===== src/rtl/traffic_lights_cmd_gen.sv =====
// -----------------------------------------------------------------------------
// traffic_lights_cmd_gen
//
// Turns one high-level request (PROGRAM / OFF / BLINK / START) into a short
// sequence of command strobes for a traffic-light controller. Each command
// occupies one cycle. It is followed by CMD_GAP_CLK idle cycles. When the
// last gap ends, the block returns to IDLE and pulses done_o.
//
// Parameters
//   CMD_GAP_CLK      idle clocks after every command (legal 1..255)
//
// Optional feature
//   TL_CMD_GEN_ZERO_CHECK_EN  when defined, the block rejects a PROGRAM
//                             request that has any zero time field. The
//                             handshake still completes, error_o pulses and
//                             no command is issued.
//
// Ports
//   clk_i            clock, rising edge
//   arstn_i          asynchronous active-low reset
//   req_val_i        request valid
//   req_rdy_o        request ready (high only in IDLE)
//   req_mode_i       0 PROGRAM, 1 OFF, 2 BLINK, 3 START
//   req_green_ms_i   green phase time in ms (PROGRAM only)
//   req_red_ms_i     red phase time in ms (PROGRAM only)
//   req_yellow_ms_i  yellow phase time in ms (PROGRAM only)
//   cmd_val_o        command strobe
//   cmd_type_o       0 ON, 1 OFF, 2 YELLOW_BLINK, 3 SET_GREEN, 4 SET_RED,
//                    5 SET_YELLOW
//   cmd_data_o       command payload in ms
//   done_o           one-cycle pulse when a sequence completes
//   error_o          one-cycle pulse when a request is rejected
// -----------------------------------------------------------------------------
module traffic_lights_cmd_gen #(
  parameter int CMD_GAP_CLK = 2
) (
  input  logic        clk_i,
  input  logic        arstn_i,
  input  logic        req_val_i,
  output logic        req_rdy_o,
  input  logic [1:0]  req_mode_i,
  input  logic [15:0] req_green_ms_i,
  input  logic [15:0] req_red_ms_i,
  input  logic [15:0] req_yellow_ms_i,
  output logic        cmd_val_o,
  output logic [2:0]  cmd_type_o,
  output logic [15:0] cmd_data_o,
  output logic        done_o,
  output logic        error_o
);

  typedef enum logic [1:0] {
    IDLE  = 2'd0,
    ISSUE = 2'd1,
    GAP   = 2'd2
  } state_t;

  localparam logic [1:0] MODE_PROGRAM = 2'd0;
  localparam logic [1:0] MODE_OFF     = 2'd1;
  localparam logic [1:0] MODE_BLINK   = 2'd2;
  localparam logic [1:0] MODE_START   = 2'd3;

  // The counter is loaded with gap-1 and counts down to zero, so GAP lasts
  // exactly CMD_GAP_CLK cycles.
  localparam logic [7:0] GAP_LOAD = 8'(CMD_GAP_CLK - 1);

  state_t      state_r;
  logic [2:0]  idx_r;
  logic [7:0]  gap_cnt_r;
  logic [1:0]  mode_r;
  logic [15:0] green_r;
  logic [15:0] red_r;
  logic [15:0] yellow_r;
  logic        rdy_r;
  logic        cmd_val_r;
  logic [2:0]  cmd_type_r;
  logic [15:0] cmd_data_r;
  logic        done_r;
  logic        error_r;
  logic        reject_s;

  // Command type of sequence entry idx for a given mode.
  function automatic logic [2:0] seq_type(input logic [1:0] mode,
                                          input logic [2:0] idx);
    logic [2:0] t;
    case (mode)
      MODE_PROGRAM: begin
        case (idx)
          3'd0:    t = 3'd2;
          3'd1:    t = 3'd3;
          3'd2:    t = 3'd4;
          3'd3:    t = 3'd5;
          default: t = 3'd0;
        endcase
      end
      MODE_OFF:   t = 3'd1;
      MODE_BLINK: t = 3'd2;
      MODE_START: t = 3'd0;
      default:    t = 3'd0;
    endcase
    return t;
  endfunction

  // Payload of sequence entry idx. Only the SET_* entries of PROGRAM carry
  // a time value.
  function automatic logic [15:0] seq_data(input logic [1:0]  mode,
                                           input logic [2:0]  idx,
                                           input logic [15:0] g,
                                           input logic [15:0] r,
                                           input logic [15:0] y);
    logic [15:0] d;
    if (mode == MODE_PROGRAM) begin
      case (idx)
        3'd1:    d = g;
        3'd2:    d = r;
        3'd3:    d = y;
        default: d = 16'd0;
      endcase
    end else begin
      d = 16'd0;
    end
    return d;
  endfunction

  // Index of the final entry of a mode's sequence.
  function automatic logic [2:0] last_idx(input logic [1:0] mode);
    return (mode == MODE_PROGRAM) ? 3'd4 : 3'd0;
  endfunction

  // Decide whether an incoming request is rejected.
  always_comb begin
    reject_s = 1'b0;
`ifdef TL_CMD_GEN_ZERO_CHECK_EN
    if ((req_mode_i == MODE_PROGRAM) &&
        ((req_green_ms_i == 16'd0) || (req_red_ms_i == 16'd0) ||
         (req_yellow_ms_i == 16'd0))) begin
      reject_s = 1'b1;
    end else begin
      reject_s = 1'b0;
    end
`else
    reject_s = 1'b0;
`endif
  end

  // Main sequencer FSM with registered outputs.
  always_ff @(posedge clk_i or negedge arstn_i) begin
    if (!arstn_i) begin
      state_r    <= IDLE;
      idx_r      <= 3'd0;
      gap_cnt_r  <= 8'd0;
      mode_r     <= 2'd0;
      green_r    <= 16'd0;
      red_r      <= 16'd0;
      yellow_r   <= 16'd0;
      rdy_r      <= 1'b1;
      cmd_val_r  <= 1'b0;
      cmd_type_r <= 3'd0;
      cmd_data_r <= 16'd0;
      done_r     <= 1'b0;
      error_r    <= 1'b0;
    end else begin
      done_r  <= 1'b0;
      error_r <= 1'b0;
      case (state_r)
        IDLE: begin
          if (req_val_i) begin
            mode_r   <= req_mode_i;
            green_r  <= req_green_ms_i;
            red_r    <= req_red_ms_i;
            yellow_r <= req_yellow_ms_i;
            idx_r    <= 3'd0;
            if (reject_s) begin
              error_r <= 1'b1;
            end else begin
              // The first command uses the live inputs because the
              // latched copies only become valid on this same edge.
              state_r    <= ISSUE;
              rdy_r      <= 1'b0;
              cmd_val_r  <= 1'b1;
              cmd_type_r <= seq_type(req_mode_i, 3'd0);
              cmd_data_r <= seq_data(req_mode_i, 3'd0, req_green_ms_i,
                                     req_red_ms_i, req_yellow_ms_i);
            end
          end else begin
            state_r <= IDLE;
          end
        end
        ISSUE: begin
          cmd_val_r  <= 1'b0;
          cmd_type_r <= 3'd0;
          cmd_data_r <= 16'd0;
          gap_cnt_r  <= GAP_LOAD;
          state_r    <= GAP;
        end
        GAP: begin
          if (gap_cnt_r != 8'd0) begin
            gap_cnt_r <= gap_cnt_r - 8'd1;
          end else if (idx_r == last_idx(mode_r)) begin
            state_r <= IDLE;
            rdy_r   <= 1'b1;
            done_r  <= 1'b1;
          end else begin
            idx_r      <= idx_r + 3'd1;
            state_r    <= ISSUE;
            cmd_val_r  <= 1'b1;
            cmd_type_r <= seq_type(mode_r, idx_r + 3'd1);
            cmd_data_r <= seq_data(mode_r, idx_r + 3'd1, green_r, red_r,
                                   yellow_r);
          end
        end
        default: begin
          state_r    <= IDLE;
          rdy_r      <= 1'b1;
          cmd_val_r  <= 1'b0;
          cmd_type_r <= 3'd0;
          cmd_data_r <= 16'd0;
        end
      endcase
    end
  end

  assign req_rdy_o  = rdy_r;
  assign cmd_val_o  = cmd_val_r;
  assign cmd_type_o = cmd_type_r;
  assign cmd_data_o = cmd_data_r;
  assign done_o     = done_r;
  assign error_o    = error_r;

endmodule


===== config.mk =====
export PLATFORM = sky130hd
export DESIGN_NAME = traffic_lights_cmd_gen
export DESIGN_NICKNAME = d
export VERILOG_FILES = /design/src/rtl/traffic_lights_cmd_gen.sv
export SDC_FILE = /design/constraint.sdc
export NUM_CORES = 1
export LEC_CHECK = 0
export BUFFER_PORTS_ARGS = -buffer_cell sky130_fd_sc_hd__clkbuf_2
export CAP_MARGIN = 5
export CORE_ASPECT_RATIO = 0.8
export CORE_MARGIN = 4
export CORE_UTILIZATION = 45
export DETAILED_ROUTE_END_ITERATION = 10
export GPL_TIMING_DRIVEN = 0
export PLACE_DENSITY_LB_ADDON = 0.2
export SYNTH_ARGS = -nofsm -noshare
export SYNTH_HDL_FRONTEND = slang
export SYNTH_SLANG_ARGS = --single-unit

===== constraint.sdc =====
create_clock -name clk_i -period 2.5 [get_ports clk_i]
set_input_delay 0.125 -clock clk_i [delete_from_list [all_inputs] [get_ports clk_i]]
set_output_delay 0.125 -clock clk_i [all_outputs]
set_load 0.02 [all_outputs]

==> flow_summary_export.csv <==
group,metric,value,unit
die,die_x,112,um
final_layout,finish.instance_area,4970,um2
grt,antenna_found_initial,0,
grt,grt_max_degree,45,
placement,port_buffers,74,
yosys,synth-async-reset-ratio,100,%
sta,slew_violations,0,
worst_setup_path,slowest_stage,"dfrtp_1",
grt,grt_pass1_wl,15800,um
placement,placed_area,4400,um2
final_layout,utilization,60.9,%
worst_setup_path,path_class,"flop to flop",
final_layout,drive_gt1_share,33.3,%
yosys,syn_avg_cell_area,11.7,um2
route,post_drt_wl_per_cell,16.7,um
yosys,ys.warnings.count,0,
route,vias,3033,
clock_network,path_clk_slew,80,ps
worst_setup_path,end_kind,"flop",
yosys,synth_top_area_share,54.3,%
yosys,syn_area,3870,um2
sta,hold_viol_final,0,
clock_network,clkLatencyLatePin,360,ps
clock_network,cts-root-buf,"clkbuf_8",
grt,grt_overflow_total,0,
die,start_util,47.4,%
sta,fmax,420,MHz
placement,pre_cts_ws,-23.3,ps
placement,hpwl,6660,um
clock_network,htree_num_levels,3,
sta,tns,0,ps
route,wl,9490,um
worst_setup_path,start_kind,"flop",
worst_setup_path,path_max_fanout,10,
yosys,synth_edf_count,0,
worst_setup_path,crit_chain,"inv_1 -> ha_1 -> or4b_1 -> buf_2 -> a311o_2 -> and2_1 -> buf_6 -> mux2_1",
power,cellLeakagePower,0.00233,uW
yosys,ys_seq_area_share,55.0,%
route,drt-pass1-iter-count,4,
power,peakVddDrop,0.000551,V
route,drcViolationCount,0,
die,die_y,90.9,um
sta,tightest_slew,678,ps
yosys,ys.flop_type,"dfrtp_1",
sta,fin_ws,119,ps
run,maxCapViolCount,0,
power,powerDensity,1070,nW/um2
yosys,syn_nets,391,
grt,grt_pass1_vias,3108,
sta,rsz0062_at_grt,"no",
die,num_rows,29,
sta,slew_headroom,54.8,%
clock_network,cts_sinks,85,
yosys,synth.area.top_cells,"dfrtp_1 54%, mux2_2 15%, nand3_1 9.3%, a22o_1 3.6%, ha_1 2.6%",
worst_setup_path,cp.required,2740,ps
clock_network,cts_tree,"yes",
worst_setup_path,slowest_delay,420,ps
yosys,ys_types,42,
placement,gp_congestion,0.840,
run_status,status,"completed",
final_layout,areaGrowthSynthToFinish,28.6,%
clock_network,cts_max_path_buffers,2,
yosys,yosys.area.top_type,"dfrtp_1",
worst_setup_path,worst_ep_arrival_time,2620,ps
grt,track_usage,19.5,%
route,drt_iter0_drc,150,
hold_path,hold_class,"input port to flop",
die,ioPinCount,76,
route,ant_nets,0,
yosys,synthTopCellsByCount,"84 x dfrtp_1, 72 x nand3_1, 52 x mux2_2",
clock_network,cts_buffers,9,
yosys,yosysMostFrequentCell,"dfrtp_1",
power,power,5300,uW
final_layout,finalNetCount,513,
sta,clock_skew,9.85,ps
yosys,synth-seq-cells,85,
route,avgViaCountPerCell,5.35,
sta,fin_crit,2380,ps
yosys,synth_cells,330,
die,core,8160,um2
final_layout,fill_cells,701,
die,die_area,10200,um2
sta,min_period_over_period,95.2,%
sta,setup_viol,0,
-- layout make-up --
type	instances	area, um2	share of cell area, %
timing repair buffer	111	758	15.2
buffer	23	111	2.24
clock inverter	3	43.8	0.881
antenna	2	5.00	0.101
sequential	85	2130	42.8
tap	108	135	2.72
inverter	8	30.0	0.604
multi-input combinational	214	1600	32.2
clock buffer	13	159	3.19
-- final timing paths --
check / endpoint / slack (ps) / from / cells past startpoint
worst min-delay path: yellow_r[14] / 9 / req_yellow_ms_i[14] / 2
worst max-delay path: cmd_type_o[0] / 120 / gap_cnt_r[0] / 8
max in group asynchronous: idx_r[2] / 1550 / arstn_i / 3
min in group asynchronous: gap_cnt_r[6] / 330 / arstn_i / 2
worst max register to register: cmd_type_o[0] / 120 / gap_cnt_r[0] / 8
worst min register to register: gap_cnt_r[7] / 480 / gap_cnt_r[7] / 1
-- metrics by stage --
step / instances / hold WS [ps]
2_1_floorplan: 330 / -171
3_3_place_gp: 512 / 358
3_5_place_dp: 513 / 200
4_1_cts: 564 / 0.445
5_1_grt: 565 / 0.0821
6_report: 567 / 9.27
-- worst max-delay path: cells and delay by family, from the launching register on --
family	cells	cell delay, ps
AND/OR/NAND/NOR	2	620
multiplexers	1	300
AO/OA/AOI/OAI	1	370
buffers and inverters	3	420
adder cells (fa/ha/maj)	1	140
flip-flops	1	420
-- power breakdown --
part	leakage, uW	internal (uW)	switching, uW
logic	0.00117	972	1010
registers	0.00106	1960	367
clock network	0.000104	518	475
total	0.00233	3450	1850
-- cells in the final DEF (no fill, tap or decap), types with 2 or more instances in the layout --
cell type / count
clkbuf_2: 73
a21oi_1: 4
clkbuf_4: 2
o21ai_0: 8
or3_1: 2
mux2i_1: 4
nand2_1: 9
nor3_1: 4
nor2_1: 9
clkbuf_1: 17
buf_2: 2
mux2_2: 52
buf_6: 2
nand3_1: 72
o211ai_1: 2
ha_1: 8
nor2b_1: 3
buf_1: 2
diode_2: 2
inv_1: 8
dlygate4sd3_1: 35
a22o_1: 16
dfrtp_1: 84
clkbuf_8: 11
buf_4: 2
-- state kept, by name, indices dropped and copies added, names as in the netlist --
| register | flops |
|---|---|
| cmd_type_o | 3 |
| idx_r | 3 |
| red_r | 16 |
| cmd_data_o | 16 |
| done_o | 1 |
| yellow_r | 16 |
| state_r | 2 |
| cmd_val_o | 1 |
| green_r | 16 |
| req_rdy_o | 1 |
| mode_r | 2 |
| gap_cnt_r | 8 |
-- repair_timing --
action                                  4_1_cts  5_1_grt
hold buffers                                 34        1
buffers inserted                              1        0
pin swaps                                     1        1
endpoints found under the hold margin        73        1
resized for setup                             0        2
endpoints found under the setup margin       10       10
gates cloned                                  0        0
-- per-layer routing --
layer  global-route usage [%]  vias up  part of all wire, %
met3                     5.18       11                  7.4
met4                     4.76        0                 0.85
li1                         -     1443                    -
met2                     29.4       89                   46
met5                        0        -                    0
met1                     28.3     1490                   46
-- logic make-up after synthesis --
kind of cell             Yosys count  share of synthesized area [%]
AO/OA/AOI/OAI                     41                           8.22
adder cells (fa/ha/maj)            8                           2.59
flip-flops                        85                           55.0
buffers and inverters             31                           3.59
other                              1                         0.0969
AND/OR/NAND/NOR                  105                           13.6
XOR/XNOR                           2                          0.453
multiplexers                      57                           16.5
(Power assumes the default switching activity.)
